`config.mk`:
```
export PLATFORM = sky130hd
export DESIGN_NAME = alu_issue_stage_flat
export DESIGN_NICKNAME = d
export VERILOG_FILES = /design/src/rtl/alu_issue_stage_if.sv /design/src/rtl/alu_issue_stage.sv /design/src/flat_wrapper.sv
export SDC_FILE = /design/constraint.sdc
export NUM_CORES = 1
export LEC_CHECK = 0
export ABC_AREA = 1
export BUFFER_PORTS_ARGS = -buffer_cell sky130_fd_sc_hd__buf_2
export CAP_MARGIN = 20
export CELL_PAD_IN_SITES_DETAIL_PLACEMENT = 0
export CELL_PAD_IN_SITES_GLOBAL_PLACEMENT = 2
export CORE_MARGIN = 2
export CORE_UTILIZATION = 20
export CTS_BUF_LIST = sky130_fd_sc_hd__clkbuf_16
export DETAILED_ROUTE_END_ITERATION = 10
export PLACE_DENSITY = 0.8
export SETUP_SLACK_MARGIN = 0.5
export SLEW_MARGIN = 40
export SYNTH_ARGS = -nofsm -noshare
export SYNTH_HDL_FRONTEND = slang
export SYNTH_SLANG_ARGS = --single-unit
```
`constraint.sdc`:
```
create_clock -name clk -period 1.5 [get_ports clk]
set_input_delay 0.3 -clock clk [delete_from_list [all_inputs] [get_ports clk]]
set_output_delay 0.3 -clock clk [all_outputs]
set_load 0.02 [all_outputs]
```
`src/rtl/alu_issue_stage_if.sv`:
```
// Handshake and data bundle between decode, the issue stage and the ALU.
//   master: environment side (decode drives the instruction, ALU drives status
//           and out_ready).
//   slave : the issue stage itself.
// Signals: flush, in_valid/in_ready, opcode, rn_data, rm_data, imm,
//          out_valid/out_ready, alu_fs, alu_a, alu_b, set_flags, illegal,
//          alu_status, flags.
interface alu_issue_stage_if #(
  parameter int unsigned WIDTH = 64,
  parameter int unsigned IMM_W = 12
);
  logic             flush;
  logic             in_valid;
  logic             in_ready;
  logic [10:0]      opcode;
  logic [WIDTH-1:0] rn_data;
  logic [WIDTH-1:0] rm_data;
  logic [IMM_W-1:0] imm;
  logic             out_valid;
  logic             out_ready;
  logic [3:0]       alu_fs;
  logic [WIDTH-1:0] alu_a;
  logic [WIDTH-1:0] alu_b;
  logic             set_flags;
  logic             illegal;
  logic [3:0]       alu_status;
  logic [3:0]       flags;

  modport master (
    output flush, in_valid, opcode, rn_data, rm_data, imm, out_ready, alu_status,
    input  in_ready, out_valid, alu_fs, alu_a, alu_b, set_flags, illegal, flags
  );

  modport slave (
    input  flush, in_valid, opcode, rn_data, rm_data, imm, out_ready, alu_status,
    output in_ready, out_valid, alu_fs, alu_a, alu_b, set_flags, illegal, flags
  );
endinterface

```
`src/rtl/alu_issue_stage.sv`:
```
// Decode/issue stage in front of the 64-bit LEGv8 ALU.
// Decodes the opcode into an ALU function select, builds operands A/B (with
// immediate zero/sign extension), registers them behind a valid/ready
// handshake, and owns the architectural NZCV flag register.
// Ports:
//   clk   - rising-edge clock
//   rst_n - synchronous active-low reset
//   bus   - alu_issue_stage_if slave modport (decode in, ALU out, flags)
module alu_issue_stage #(
  parameter int unsigned WIDTH = 64,
  parameter int unsigned IMM_W = 12
) (
  input logic              clk,
  input logic              rst_n,
  alu_issue_stage_if.slave bus
);

  localparam logic [3:0] FsAnd  = 4'b0000;
  localparam logic [3:0] FsOrr  = 4'b0001;
  localparam logic [3:0] FsAdd  = 4'b0010;
  localparam logic [3:0] FsSub  = 4'b0110;
  localparam logic [3:0] FsPass = 4'b0111;

  // Immediate forms: I-type imm12 is zero-extended, D-type offset imm[8:0] is
  // sign-extended. Upper imm bits are ignored for D-type.
  logic [WIDTH-1:0] imm_zext;
  logic [WIDTH-1:0] imm_sext;
  assign imm_zext = {{(WIDTH-12){1'b0}}, bus.imm[11:0]};
  assign imm_sext = {{(WIDTH-9){bus.imm[8]}}, bus.imm[8:0]};

  logic [3:0]       dec_fs;
  logic [WIDTH-1:0] dec_a;
  logic [WIDTH-1:0] dec_b;
  logic             dec_sf;
  logic             dec_ill;

  always_comb begin
    dec_fs  = FsAnd;
    dec_a   = bus.rn_data;
    dec_b   = bus.rm_data;
    dec_sf  = 1'b0;
    dec_ill = 1'b0;
    casez (bus.opcode)
      11'b10001011000: dec_fs = FsAdd;                                  // ADD
      11'b10101011000: begin dec_fs = FsAdd; dec_sf = 1'b1; end         // ADDS
      11'b11001011000: dec_fs = FsSub;                                  // SUB
      11'b11101011000: begin dec_fs = FsSub; dec_sf = 1'b1; end         // SUBS
      11'b10001010000: dec_fs = FsAnd;                                  // AND
      11'b10101010000: dec_fs = FsOrr;                                  // ORR
      11'b1001000100?: begin dec_fs = FsAdd; dec_b = imm_zext; end      // ADDI
      11'b1011000100?: begin                                            // ADDIS
        dec_fs = FsAdd;
        dec_b  = imm_zext;
        dec_sf = 1'b1;
      end
      11'b1101000100?: begin dec_fs = FsSub; dec_b = imm_zext; end      // SUBI
      11'b1111000100?: begin                                            // SUBIS
        dec_fs = FsSub;
        dec_b  = imm_zext;
        dec_sf = 1'b1;
      end
      11'b1001001000?: begin dec_fs = FsAnd; dec_b = imm_zext; end      // ANDI
      11'b1011001000?: begin dec_fs = FsOrr; dec_b = imm_zext; end      // ORRI
      11'b11111000010,                                                  // LDUR
      11'b11111000000: begin dec_fs = FsAdd; dec_b = imm_sext; end      // STUR
      11'b10110100???: dec_fs = FsPass;                                 // CBZ
      default: begin
        // Unknown ops still flow downstream, tagged illegal with zeroed operands.
        dec_a   = '0;
        dec_b   = '0;
        dec_ill = 1'b1;
      end
    endcase
  end

  logic             valid_q, valid_d;
  logic [3:0]       fs_q, fs_d;
  logic [WIDTH-1:0] a_q, a_d;
  logic [WIDTH-1:0] b_q, b_d;
  logic             sf_q, sf_d;
  logic             ill_q, ill_d;
  logic [3:0]       flags_q, flags_d;

  logic accept;
  logic xfer;

  assign bus.in_ready = !bus.flush && (!valid_q || bus.out_ready);
  assign accept       = bus.in_valid && bus.in_ready;
  assign xfer         = valid_q && bus.out_ready;

  always_comb begin
    valid_d = valid_q;
    fs_d    = fs_q;
    a_d     = a_q;
    b_d     = b_q;
    sf_d    = sf_q;
    ill_d   = ill_q;
    flags_d = flags_q;
    if (bus.flush) begin
      // Flush wins over both transfers: kill the op, leave flags untouched.
      valid_d = 1'b0;
    end else begin
      if (xfer) begin
        valid_d = 1'b0;
        if (sf_q) flags_d = bus.alu_status;
      end
      if (accept) begin
        valid_d = 1'b1;
        fs_d    = dec_fs;
        a_d     = dec_a;
        b_d     = dec_b;
        sf_d    = dec_sf;
        ill_d   = dec_ill;
      end
    end
  end

  always_ff @(posedge clk) begin
    if (!rst_n) begin
      valid_q <= 1'b0;
      fs_q    <= '0;
      a_q     <= '0;
      b_q     <= '0;
      sf_q    <= 1'b0;
      ill_q   <= 1'b0;
      flags_q <= '0;
    end else begin
      valid_q <= valid_d;
      fs_q    <= fs_d;
      a_q     <= a_d;
      b_q     <= b_d;
      sf_q    <= sf_d;
      ill_q   <= ill_d;
      flags_q <= flags_d;
    end
  end

  assign bus.out_valid = valid_q;
  assign bus.alu_fs    = fs_q;
  assign bus.alu_a     = a_q;
  assign bus.alu_b     = b_q;
  assign bus.set_flags = sf_q;
  assign bus.illegal   = ill_q;
  assign bus.flags     = flags_q;

endmodule

```
`src/flat_wrapper.sv`:
```
// flat-port wrapper written by rule: the top's interface ports become plain ports
module alu_issue_stage_flat 
#(
  parameter int unsigned WIDTH = 64,
  parameter int unsigned IMM_W = 12
)
  (clk, rst_n, bus_flush, bus_in_valid, bus_opcode, bus_rn_data, bus_rm_data, bus_imm, bus_out_ready, bus_alu_status, bus_in_ready, bus_out_valid, bus_alu_fs, bus_alu_a, bus_alu_b, bus_set_flags, bus_illegal, bus_flags);
  alu_issue_stage_if #(.WIDTH(WIDTH), .IMM_W(IMM_W)) bus_i ();
  input logic clk;
  input logic rst_n;
  input wire logic [$bits(bus_i.flush)-1:0] bus_flush;
  input wire logic [$bits(bus_i.in_valid)-1:0] bus_in_valid;
  input wire logic [$bits(bus_i.opcode)-1:0] bus_opcode;
  input wire logic [$bits(bus_i.rn_data)-1:0] bus_rn_data;
  input wire logic [$bits(bus_i.rm_data)-1:0] bus_rm_data;
  input wire logic [$bits(bus_i.imm)-1:0] bus_imm;
  input wire logic [$bits(bus_i.out_ready)-1:0] bus_out_ready;
  input wire logic [$bits(bus_i.alu_status)-1:0] bus_alu_status;
  output wire logic [$bits(bus_i.in_ready)-1:0] bus_in_ready;
  output wire logic [$bits(bus_i.out_valid)-1:0] bus_out_valid;
  output wire logic [$bits(bus_i.alu_fs)-1:0] bus_alu_fs;
  output wire logic [$bits(bus_i.alu_a)-1:0] bus_alu_a;
  output wire logic [$bits(bus_i.alu_b)-1:0] bus_alu_b;
  output wire logic [$bits(bus_i.set_flags)-1:0] bus_set_flags;
  output wire logic [$bits(bus_i.illegal)-1:0] bus_illegal;
  output wire logic [$bits(bus_i.flags)-1:0] bus_flags;
  assign bus_i.flush = bus_flush;
  assign bus_i.in_valid = bus_in_valid;
  assign bus_i.opcode = bus_opcode;
  assign bus_i.rn_data = bus_rn_data;
  assign bus_i.rm_data = bus_rm_data;
  assign bus_i.imm = bus_imm;
  assign bus_i.out_ready = bus_out_ready;
  assign bus_i.alu_status = bus_alu_status;
  assign bus_in_ready = bus_i.in_ready;
  assign bus_out_valid = bus_i.out_valid;
  assign bus_alu_fs = bus_i.alu_fs;
  assign bus_alu_a = bus_i.alu_a;
  assign bus_alu_b = bus_i.alu_b;
  assign bus_set_flags = bus_i.set_flags;
  assign bus_illegal = bus_i.illegal;
  assign bus_flags = bus_i.flags;
  alu_issue_stage #(.WIDTH(WIDTH), .IMM_W(IMM_W)) u_core (.clk(clk), .rst_n(rst_n), .bus(bus_i));
endmodule
```
Word level (Yosys, flattened, before mapping)
Index checks and enable logic that the tools add are counted.
Word-level totals
  ROM bits: 0
  bits in latches: 0
  memories: 0
  logic and storage cells: 49
  output and inout bits: 140
  bits in writable memories: 0
  register bits: 139
Cells by class
  reduce and logical (&&, ||, !) cells: 18
  $add $sub $neg: 0
  shifts and indexed selects: 0
  mux-type cells: 7
  divide/modulo/power cells: 0
  order comparisons: 0
  equality and inequality tests: 15
  multiply operators: 0
  bitwise logic cells: 2
Operators with widths (number)
  one-hot mux 64 bit (3 select lines): 1
  == test 11 bit, second input constant: 8
  2-to-1 mux 64 bit: 1
  == test 10 bit, second input constant: 6
  OR reduction 15 bit: 1
  one-hot mux 3 bit (4 select lines): 1
  OR reduction 6 bit: 2
  == test 8 bit, second input constant: 1
  OR reduction 4 bit: 2
  OR reduction 7 bit: 1
  OR reduction 2 bit: 3
  2-to-1 mux 1 bit: 4
  logical AND 1 bit: 3
  AND reduction 3 bit: 1
  logical NOT 1 bit: 2
  NOT 1 bit: 2
  AND reduction 2 bit: 1
  nonzero test 2 bit: 1
  logical OR 1 bit: 1

Logic depth before layout (Yosys ltp)
Gate-level depths: netlist of the first run.
  word-level depth: 5
  depth in mapped cells: 13

Worst setup path before layout of the first run
No wires, ideal clock.
  path type: register to register
  start point: register u_core.valid_q, in the netlist u_core.bus.out_valid
  end point: register u_core.b_q[17], in the netlist u_core.bus.alu_b[17]
  slack: -0.263 ns
  clock period less this slack: 1.763 ns
  buffers on the path: 2
  cell stages (with the launch flop): 10
  setup time: 0.070 ns
  data arrival time: 1.693 ns
  cell sequence: dfxtp_1 inv_1 nor2_1 nor2_1 nand2_1 inv_1 buf_2 buf_2 nand2_1 a21oi_1
Between the ends
  cells in the longest elaborated chain, start to end: 5
RTL lines
  start, declared: line alu_issue_stage.sv:76  | logic valid_q, valid_d;
  start signal, assigned: line alu_issue_stage.sv:128  | valid_q <= valid_d;
  logical NOT 1 bit: line alu_issue_stage.sv:87  | assign bus.in_ready = !bus.flush && (!valid_q || bus.out_ready);
  logical OR 1 bit: line alu_issue_stage.sv:87
  logical AND 1 bit: line alu_issue_stage.sv:87
  via bus_in_ready: line flat_wrapper.sv:19  | output wire logic [$bits(bus_i.in_ready)-1:0] bus_in_ready;
  logical AND 1 bit: line alu_issue_stage.sv:88  | assign accept = bus.in_valid && bus.in_ready;
  AND reduction 2 bit (no line)
  end signal, assigned: line alu_issue_stage.sv:123  | b_q <= '0;
  end signal, assigned: line alu_issue_stage.sv:131  | b_q <= b_d;
  end, declared: line alu_issue_stage.sv:79  | logic [WIDTH-1:0] b_q, b_d;
The timed path passes the listed nets, and every way through them passes these cells.
A chain may end at the register's enable or synchronous reset.

Final worst setup path of the first run
  start point: register u_core.valid_q, in the netlist u_core.bus.out_valid
  end point: output bus_in_ready
Between the ends
  cells in the longest elaborated chain, start to end: 3
RTL lines (line)
  logical NOT 1 bit: alu_issue_stage.sv:87
  logical OR 1 bit: alu_issue_stage.sv:87
  logical AND 1 bit: alu_issue_stage.sv:87
  end, declared: flat_wrapper.sv:19
No other way between the ends.

==> results.json, run 1 <==
{
  "hold_path_startpoint": "bus_flush",
  "layout.cells.most_common_list": "409 x nand2_1, 282 x buf_2, 132 x a21oi_1",
  "dr.first_iter.drc_count": 257,
  "place.detailed.hpwl_um": 15300,
  "post_drt_wl_per_cell_um": 14.5,
  "grt_pass1_wl_um": 34200,
  "grt_start_max_net_pins": 72,
  "antenna_violations_before_repair": 4,
  "final_antenna_net_count": 0,
  "critPathCaptureType": "primary output",
  "avgSynthCellArea_um2": 6.96,
  "final_common_cell": "nand2_1",
  "worst_ep_required_time_ns": 1.20,
  "worst_r2r_startpoint": "u_core.bus.out_valid$_SDFFE_PP0P_",
  "clock_insertion_delay_worst_skew_ns": 0.41,
  "remaining_drc_errors": 0,
  "std_cell_rows": 61,
  "die_w_um": 173,
  "critical_path.startpoint_type": "flip-flop",
  "ys_seq_elements": 138,
  "regToRegEndpoint": "u_core.bus.alu_a[40]$_SDFFE_PN0P_",
  "placed_cells_incl_taps": 1475,
  "numCtsBuffers": 17,
  "syn_nets": 981,
  "fill_cells": 3137,
  "track_usage_pct": 14.2,
  "r2r_cells": 9,
  "initial_core_util_pct": 20.4,
  "report.final.setup_viol": 0,
  "timing.max_cap.violations": 0,
  "timing.final.max_slew_violations": 0,
  "number_of_global_route_vias_before_repair": 6100,
  "post_dp_cell_area_um2": 7780,
  "layout-drive-gt1-share_pct": 36.2,
  "syn_inst": 821,
  "ys_types": 21,
  "grt_setup_unrepaired": "yes",
  "finalInstanceArea_um2": 8670,
  "yosys.area.top_type_share_pct": 48.4,
  "die-area_um2": 29900,
  "detail_route.vias_per_cell": 4.07,
  "vias": 6167,
  "postRouteWirelength_um": 22000,
  "portBuffers": 298,
  "htree_num_levels": 4,
  "number_of_iterations_in_the_first_detailed_routing_pass": 4,
  "tns_ns": 0,
  "final_net_count": 1281,
  "power.leakage_nw": 4.14,
  "max_freq_ghz": 0.704,
  "power.density_cell_area_nw_per_um2": 977,
  "cts-root-to-sink-buffers": 2,
  "synth.area.top_cells": "dfxtp_1 48%, nand2_1 27%, a21oi_1 12%",
  "synthDominantAreaCellType": "dfxtp_1",
  "design_power_total_mw": 8.47,
  "cts_tree": "built",
  "gp_congestion": 0.805,
  "timing.final.crit_share_pct": 94.7,
  "layout_setup_ws_ns": 0.0796,
  "core_area_um2": 27900,
  "endpoint_arrival_time_on_the_critical_path_ns": 1.12,
  "yosys_warnings": 0,
  "floorplan.io_pins": 300,
  "seq_area_frac_synth_pct": 48.4,
  "p_r_area_growth_vs_syn_pct": 51.8,
  "outcome": "finished, final reports clean",
  "worst_clock_skew_ns": 0.00983,
  "fin_util_pct": 31.0,
  "clock_tree.root_cell": "clkbuf_16",
  "die_height_um": 173,
  "min_to": "u_core.bus.out_valid$_SDFFE_PP0P_",
  "final_hold_slack_ns": 0.103,
  "report.final.hold_viol_count": 0,
  "clk_pin_slew_ns": 0.07,
  "min_period_ns": 1.42,
  "vdd_ir_drop_max_mv": 0.571,
  "hold_path_depth": 2,
  "clock_sinks": 138,
  "r2r_setup_slack_ns": 0.09,
  "synthesis.area_um2": 5710,
  "place_worst_setup_slack_ns": -0.256,
  "holdCritPathClass": "input port to flip-flop",
  "critical_path_start_end_classification": "flip-flop to primary output",
  "globalRoute.totalOverflow": 0,
  "cp_max_fo": 3,
  "final-instance-count-excl-fill": 1515
}
## where the power goes
group,total (mW),switching [mW],internal [mW]
clock,4.16,1.95,2.22
combinational,0.622,0.354,0.268
sequential,3.69,0.00948,3.68
## state kept, by name, indices dropped and copies added (netlist names)
name,flops
u_core.bus.set_flags,1
u_core.bus.flags,4
u_core.bus.alu_fs,3
u_core.bus.alu_b,64
u_core.bus.illegal,1
u_core.bus.out_valid,1
u_core.bus.alu_a,64
## worst max-delay path by stage
stage / start / endpoint / slack [ns] / depth (start not counted)
after CTS: u_core.bus.out_valid$_SDFFE_PP0P_ / bus_in_ready / 0.05 / 4
after floorplan: bus_opcode[10] / u_core.bus.alu_b[35]$_SDFFE_PN0P_ / 0.09 / 13
after global routing: u_core.bus.out_valid$_SDFFE_PP0P_ / u_core.bus.alu_a[35]$_SDFFE_PN0P_ / -0.004 / 9
after detailed placement: bus_opcode[5] / u_core.bus.alu_a[40]$_SDFFE_PN0P_ / -0.26 / 11
after global placement: bus_opcode[4] / u_core.bus.alu_b[56]$_SDFFE_PN0P_ / -0.25 / 10
final: u_core.bus.out_valid$_SDFFE_PP0P_ / bus_in_ready / 0.08 / 4
## cell type report
type	instances	area (µm²)	area share, %
clock inverters	15	153	1.76
inverters	17	68.8	0.794
well taps	378	473	5.46
multi-input cells	610	2610	30.1
flip-flops and latches	138	2790	32.1
diodes	3	7.51	0.0866
repair buffers	337	2140	24.7
clock buffers	17	425	4.91
## Yosys cell counts (all sizes together)
cell type    n
nor3         3
conb         1
buf         34
a21oi      134
and3         1
nand4        3
nand3        8
inv         17
o21ai       10
a41oi        1
nand2      415
clkbuf      22
nor2        34
dfxtp      138
## worst max-delay path: stages, from the launching register on
cell     delay, ns
dfxtp_4       0.35
inv_2         0.06
nor2_4        0.04
nor2_4        0.12
buf_6         0.14
## cells by family (layout without fill, tap and decap cells)
family	count (synthesis)	count (layout)	synth area share, %
AO/OA/AOI/OAI	145	145	12.8
other	1	4	0.0657
flip-flops	138	138	48.4
buffers and inverters	73	386	7.10
AND/OR/NAND/NOR	464	464	31.7
## layer usage
metal	part of all wire (%)	track usage, %	vias up
li1	-	-	3193
met1	45	17.5	2747
met2	46	23.5	203
met3	7.0	4.95	22
met4	1.7	4.20	2
met5	0.073	0	-
## timing repair
| action | CTS | global route |
|---|---|---|
| hold buffers | 0 | 0 |
| resized for setup | 15 | 54 |
| buffers inserted | 2 | 0 |
| pin swaps | 4 | 0 |
| cloned | 1 | 2 |
| endpoints found under the setup margin | 276 | 276 |
No activity file was read; power rests on OpenSTA's default activity.
==> inputs of run 2 (changes only) <==
--- a/config.mk
+++ b/config.mk
@@ -14,7 +14,7 @@
 export CORE_UTILIZATION = 20
 export CTS_BUF_LIST = sky130_fd_sc_hd__clkbuf_16
 export DETAILED_ROUTE_END_ITERATION = 10
-export PLACE_DENSITY = 0.8
+export PLACE_DENSITY_LB_ADDON = 0.2
 export SETUP_SLACK_MARGIN = 0.5
 export SLEW_MARGIN = 40
 export SYNTH_ARGS = -nofsm -noshare
==> run 2 against run 1 <==
Against the previous run:
- routed wire length increased by 13%
- combinational power rose by 31%
- hold slack improved by 0.0027 ns
- clock power rose by 8.4%
- core utilization is 3.8 points higher
- via count is 3.8% higher
- worst setup slack lost 0.036 ns
- sequential power is essentially flat
- largest cell class is now multi-input gates
- largest power group unchanged
- highest routed layer unchanged
==> results.json, run 2 (synthesis results as in run 1) <==
{
  "layout-drive-gt1-share_pct": 47.6,
  "clock_insertion_delay_worst_skew_ns": 0.43,
  "holdCritPathClass": "input port to flip-flop",
  "postRouteWirelength_um": 24900,
  "grt_pass1_wl_um": 34100,
  "globalRoute.totalOverflow": 0,
  "endpoint_arrival_time_on_the_critical_path_ns": 1.16,
  "power.leakage_nw": 4.73,
  "report.final.hold_viol_count": 0,
  "regToRegEndpoint": "u_core.bus.alu_a[16]$_SDFFE_PN0P_",
  "cts_tree": "built",
  "power.density_cell_area_nw_per_um2": 926,
  "fill_cells": 3120,
  "track_usage_pct": 14.5,
  "max_freq_ghz": 0.687,
  "vias": 6401,
  "dr.first_iter.drc_count": 220,
  "power.sequential.fraction_pct": 40.9,
  "clock_sinks": 138,
  "final_antenna_net_count": 0,
  "clk_pin_slew_ns": 0.08,
  "clockPowerShare_pct": 50.1,
  "p_r_area_growth_vs_syn_pct": 70.4,
  "worstSetupEndpoint": "bus_in_ready",
  "timing.max_cap.violations": 0,
  "vdd_ir_drop_max_mv": 0.525,
  "number_of_global_route_vias_before_repair": 5930,
  "final_net_count": 1314,
  "gp_congestion": 0.746,
  "portBuffers": 298,
  "clock_tree.root_cell": "clkbuf_16",
  "critPathMostFrequentCell": "nor2_4",
  "die_w_um": 173,
  "power.net_switching_mw": 2.40,
  "cts-hold-fix-buffers": 0,
  "grt_setup_unrepaired": "yes",
  "design_power_total_mw": 9.01,
  "timing.final.crit_share_pct": 97.1,
  "sequence_of_cells_on_the_critical_path": "inv_4 > nor2_4 > nor2_4 > buf_6",
  "internal_power_mw": 6.60,
  "r2r_setup_slack_ns": 0.06,
  "floorplan.io_pins": 300,
  "crit_path_max_incr_delay_ns": 0.35,
  "cp_max_fo": 2,
  "detail_route.vias_per_cell": 4.14,
  "critPathCaptureType": "primary output",
  "timing.final.max_slew_violations": 0,
  "core_area_um2": 27900,
  "std_cell_rows": 61,
  "place_worst_setup_slack_ns": -0.271,
  "report.final.setup_viol": 0,
  "worst_setup_path_startpoint": "u_core.bus.out_valid$_SDFFE_PP0P_",
  "critical_path.startpoint_type": "flip-flop",
  "post_drt_wl_per_cell_um": 16.1,
  "worst_ep_required_time_ns": 1.20,
  "die_height_um": 173,
  "die-area_um2": 29900,
  "critPathSlowestCell": "dfxtp_4",
  "combinationalPowerShare_pct": 9.0,
  "htree_num_levels": 4,
  "cts-root-to-sink-buffers": 2,
  "min_period_ns": 1.46,
  "layout_setup_ws_ns": 0.0440,
  "p_sw_share_pct": 26.7,
  "final_common_cell": "nand2_1",
  "grt_start_max_net_pins": 65,
  "outcome": "finished, final reports clean",
  "numCtsBuffers": 17,
  "layout.cells.most_common_list": "340 x nand2_1, 291 x buf_2, 133 x dfxtp_1",
  "antenna_violations_before_repair": 2,
  "worst_r2r_startpoint": "u_core.bus.out_valid$_SDFFE_PP0P_",
  "r2r_cells": 9,
  "critical_path_start_end_classification": "flip-flop to primary output",
  "number_of_iterations_in_the_first_detailed_routing_pass": 4,
  "remaining_drc_errors": 0,
  "initial_core_util_pct": 20.4,
  "place.detailed.hpwl_um": 16200,
  "worst_clock_skew_ns": 0.0214
}
-- run 2: cell types whose count changed in the layout (fill, tap and decap cells not counted), sizes merged --
| cell | change |
|---|---|
| inv | -1 |
| diode | -1 |
| clkbuf | +10 |
| clkinvlp | -2 |
| buf | +23 |
| bufinv | +2 |
| clkinv | +1 |
-- run 2: worst min path at each step --
stage	slack [ns]	startpoint	depth (start not counted)	end
floorplan	0.37	bus_flush	1	u_core.bus.out_valid$_SDFFE_PP0P_
global placement	0.45	u_core.bus.alu_a[60]$_SDFFE_PN0P_	2	u_core.bus.alu_a[60]$_SDFFE_PN0P_
detailed placement	0.45	u_core.bus.alu_a[60]$_SDFFE_PN0P_	2	u_core.bus.alu_a[60]$_SDFFE_PN0P_
CTS	0.09	bus_flush	2	u_core.bus.out_valid$_SDFFE_PP0P_
global route	0.1	bus_rn_data[29]	3	u_core.bus.alu_a[29]$_SDFFE_PN0P_
finish	0.11	bus_rn_data[24]	3	u_core.bus.alu_a[24]$_SDFFE_PN0P_
-- run 2: final cells by class --
cell class | count | area, µm² | share of cell area, %
Multi-Input combinational cell | 610 | 3160 | 32.5
Sequential cell | 138 | 2770 | 28.5
Timing Repair Buffer | 370 | 2620 | 26.9
Tap cell | 378 | 473 | 4.86
Clock buffer | 17 | 425 | 4.37
Clock inverter | 15 | 200 | 2.06
Inverter | 17 | 73.8 | 0.759
Antenna cell | 2 | 5.00 | 0.0514
-- run 2: critical path: cells and delay by family (launching register included) --
family                 cells  cell delay (ns)
flip-flops                 1             0.35
buffers and inverters      2             0.20
AND/OR/NAND/NOR            2             0.19
-- run 2: power groups by stage --
stage,combinational [mW],sequential (mW),clock [mW]
6_report,0.812,3.68,4.51
5_1_grt,0.878,3.68,4.82
4_1_cts,0.639,3.68,4.68
3_5_place_dp,0.628,3.77,0
3_3_place_gp,0.636,3.77,0
2_1_floorplan,0.232,3.79,0
-- run 2: stage by stage --
stage               util (%)  hold WS [ns]  instance area [µm²]  std cells  TNS, ns
global placement        28.3         0.448                 7900       1484   -21.58
floorplan                  -         0.369                 5830        821        0
CTS                     30.6        0.0857                 8550       1517        0
finish                  34.8         0.106                 9730       1547        0
global route            34.8        0.0986                 9730       1546   -0.154
detailed placement      28.3         0.452                 7900       1484   -24.35
-- run 2: layer usage --
metal / routed length, µm / vias up / global-route usage, % / share of wire [%]
li1: - / 3262 / - / -
met2: 12500 / 184 / 25.0 / 50
met5: 11 / - / 0 / 0.044
met4: 154 / 2 / 3.64 / 0.62
met3: 1460 / 8 / 4.75 / 5.9
met1: 10700 / 2945 / 17.5 / 43
-- run 2: timing repair --
item / CTS / global route
endpoints found under the setup margin: 274 / 276
setup buffers: 1 / 10
pin swaps: 0 / 41
gates cloned: 0 / 18
resized for setup: 6 / 206
==> inputs of run 3 (changes only) <==
--- a/config.mk
+++ b/config.mk
@@ -11,7 +11,7 @@
 export CELL_PAD_IN_SITES_DETAIL_PLACEMENT = 0
 export CELL_PAD_IN_SITES_GLOBAL_PLACEMENT = 2
 export CORE_MARGIN = 2
-export CORE_UTILIZATION = 20
+export CORE_UTILIZATION = 24
 export CTS_BUF_LIST = sky130_fd_sc_hd__clkbuf_16
 export DETAILED_ROUTE_END_ITERATION = 10
 export PLACE_DENSITY_LB_ADDON = 0.2
==> constraint.sdc (replaced) <==
create_clock -name clk -period 1.8 [get_ports clk]
set_input_delay 0.36 -clock clk [delete_from_list [all_inputs] [get_ports clk]]
set_output_delay 0.36 -clock clk [all_outputs]
set_load 0.02 [all_outputs]
==> run 3 against run 2 <==
Against the previous run:
- final area decreased by 7.8%
- critical path depth decreased by 1
- count of clock-buffer cells in the layout unchanged
- sequential share of layout area increased by 3.2 points
- total power decreased by 23%
- clock skew decreased by 0.012 ns
- register-to-register slack improved by 0.31 ns
- worst setup slack improved by 0.27 ns
- global-route usage increased by 1.9 points
- first-iteration DRC count increased by 10%
- core utilization increased by 3.5 points
- clock power decreased by 25%
- critical endpoint is now bus_out_valid
- largest cell class is now flip-flops and latches
- highest routed layer unchanged
==> results.json, run 3 (synthesis results as in run 1) <==
{
  "cts_tree": "built",
  "number_of_iterations_in_the_first_detailed_routing_pass": 4,
  "outcome": "finished, final reports clean",
  "clock_sinks": 138,
  "final_antenna_net_count": 0,
  "min_period_ns": 1.48,
  "vdd_ir_drop_max_mv": 0.501,
  "timing.final.max_slew_violations": 0,
  "endpoint_arrival_time_on_the_critical_path_ns": 1.12,
  "cts-root-to-sink-buffers": 2,
  "clockPowerShare_pct": 48.4,
  "detail_route.vias_per_cell": 4.20,
  "numCtsBuffers": 17,
  "post_dp_cell_area_um2": 7690,
  "final_net_count": 1285,
  "portBuffers": 298,
  "clock_insertion_delay_worst_skew_ns": 0.42,
  "worst_pin_slew_ns": 0.545,
  "floorplan.io_pins": 300,
  "grt_start_max_net_pins": 103,
  "layout.cells.most_common_list": "411 x nand2_1, 166 x buf_2, 133 x a21oi_1",
  "number_of_global_route_vias_before_repair": 5715,
  "gp_congestion": 0.794,
  "globalRoute.totalOverflow": 0,
  "cp_max_fo": 2,
  "post_drt_wl_per_cell_um": 14.9,
  "report.final.setup_viol": 0,
  "p_r_area_growth_vs_syn_pct": 57.1,
  "worst_ep_required_time_ns": 1.44,
  "holdCritPathClass": "input port to flip-flop",
  "p_sw_share_pct": 26.7,
  "dr.first_iter.drc_count": 242,
  "htree_num_levels": 4,
  "critical_path_start_end_classification": "flip-flop to primary output",
  "clk_pin_slew_ns": 0.07,
  "grt_setup_unrepaired": "yes",
  "place.detailed.hpwl_um": 14800,
  "layout-drive-gt1-share_pct": 40.5,
  "die_height_um": 158,
  "internal_power_mw": 5.12,
  "remaining_drc_errors": 0,
  "power.density_cell_area_nw_per_um2": 778,
  "slew_headroom_pct": 63.7,
  "timing.final.crit_share_pct": 82.4,
  "timing.max_cap.violations": 0,
  "final_common_cell": "nand2_1",
  "combinationalPowerShare_pct": 7.6,
  "clock_tree.root_cell": "clkbuf_16",
  "antenna_violations_before_repair": 4,
  "max_freq_ghz": 0.674,
  "finalInstanceArea_um2": 8970,
  "vias": 6125,
  "cts-hold-fix-buffers": 0,
  "critical_path.startpoint_type": "flip-flop",
  "die_w_um": 158,
  "grt_pass1_wl_um": 31500,
  "std_cell_rows": 56,
  "track_usage_pct": 16.4,
  "initial_core_util_pct": 24.4,
  "die-area_um2": 25000,
  "power.net_switching_mw": 1.86,
  "report.final.hold_viol_count": 0,
  "postRouteWirelength_um": 21700,
  "core_area_um2": 23400,
  "worst_clock_skew_ns": 0.00914,
  "critPathCaptureType": "primary output",
  "power.sequential.fraction_pct": 44.0,
  "power.leakage_nw": 4.16,
  "fin_util_pct": 38.3
}
## run 3: power by group through the flow
stage               Combinational (mW)  Sequential (mW)  Clock (mW)
floorplan                        0.188             3.16           0
global placement                 0.492             3.14           0
detailed placement               0.487             3.14           0
CTS                              0.533             3.07        3.50
global route                     0.579             3.07        3.63
finish                           0.532             3.07        3.38
## run 3: final cells by class
class                           count  area, µm²
Inverter                           17       73.8
Timing Repair Buffer              341       2480
Fill cell                        2592      14400
Sequential cell                   138       2840
Multi-Input combinational cell    610       2620
Clock buffer                       17        425
Clock inverter                     15        129
Tap cell                          319        399
Antenna cell                        2       5.00
## run 3: path summary, 6_finish.rpt
check | startpoint | end | slack, ns | cells after the start
setup / recovery | u_core.bus.out_valid$_SDFFE_PP0P_ | bus_out_valid | 0.32 | 3
hold / removal | bus_flush | u_core.bus.out_valid$_SDFFE_PP0P_ | 0.16 | 2
setup reg to reg | u_core.bus.out_valid$_SDFFE_PP0P_ | u_core.bus.alu_b[38]$_SDFFE_PN0P_ | 0.37 | 8
hold reg to reg | u_core.bus.alu_b[28]$_SDFFE_PN0P_ | u_core.bus.alu_b[28]$_SDFFE_PN0P_ | 0.46 | 2
## run 3: through the flow
step                total power, mW  setup WS, ns  hold WS [ns]  std cells  setup TNS (ns)
floorplan                      3.34         0.326         0.429        821               0
global placement               3.63        0.0197         0.450       1418               0
detailed placement             3.63      -0.00753         0.453       1418         -0.0107
CTS                            7.10         0.304         0.142       1453               0
global route                   7.28         0.254         0.152       1459               0
finish                         6.98         0.316         0.160       1459               0
## run 3: metal layers
layer | track usage, % | vias to the layer above | routed length, µm
li1 | - | 3197 | -
met1 | 20.9 | 2734 | 9500
met2 | 26.3 | 171 | 10300
met3 | 5.09 | 21 | 1480
met4 | 5.58 | 2 | 364
met5 | 0 | - | 11
## run 3: timing repair
action | CTS | global route
endpoints found under the setup margin | 204 | 245
pin swaps | 2 | 1
resized for setup | 90 | 155
gates cloned | 2 | 2
setup buffers | 1 | 2
## run 3: worst max-delay path, cell delays in order, from the launching register on
cell	delay, ns
dfxtp_4	0.35
buf_4	0.13
buf_6	0.11
buf_6	0.12
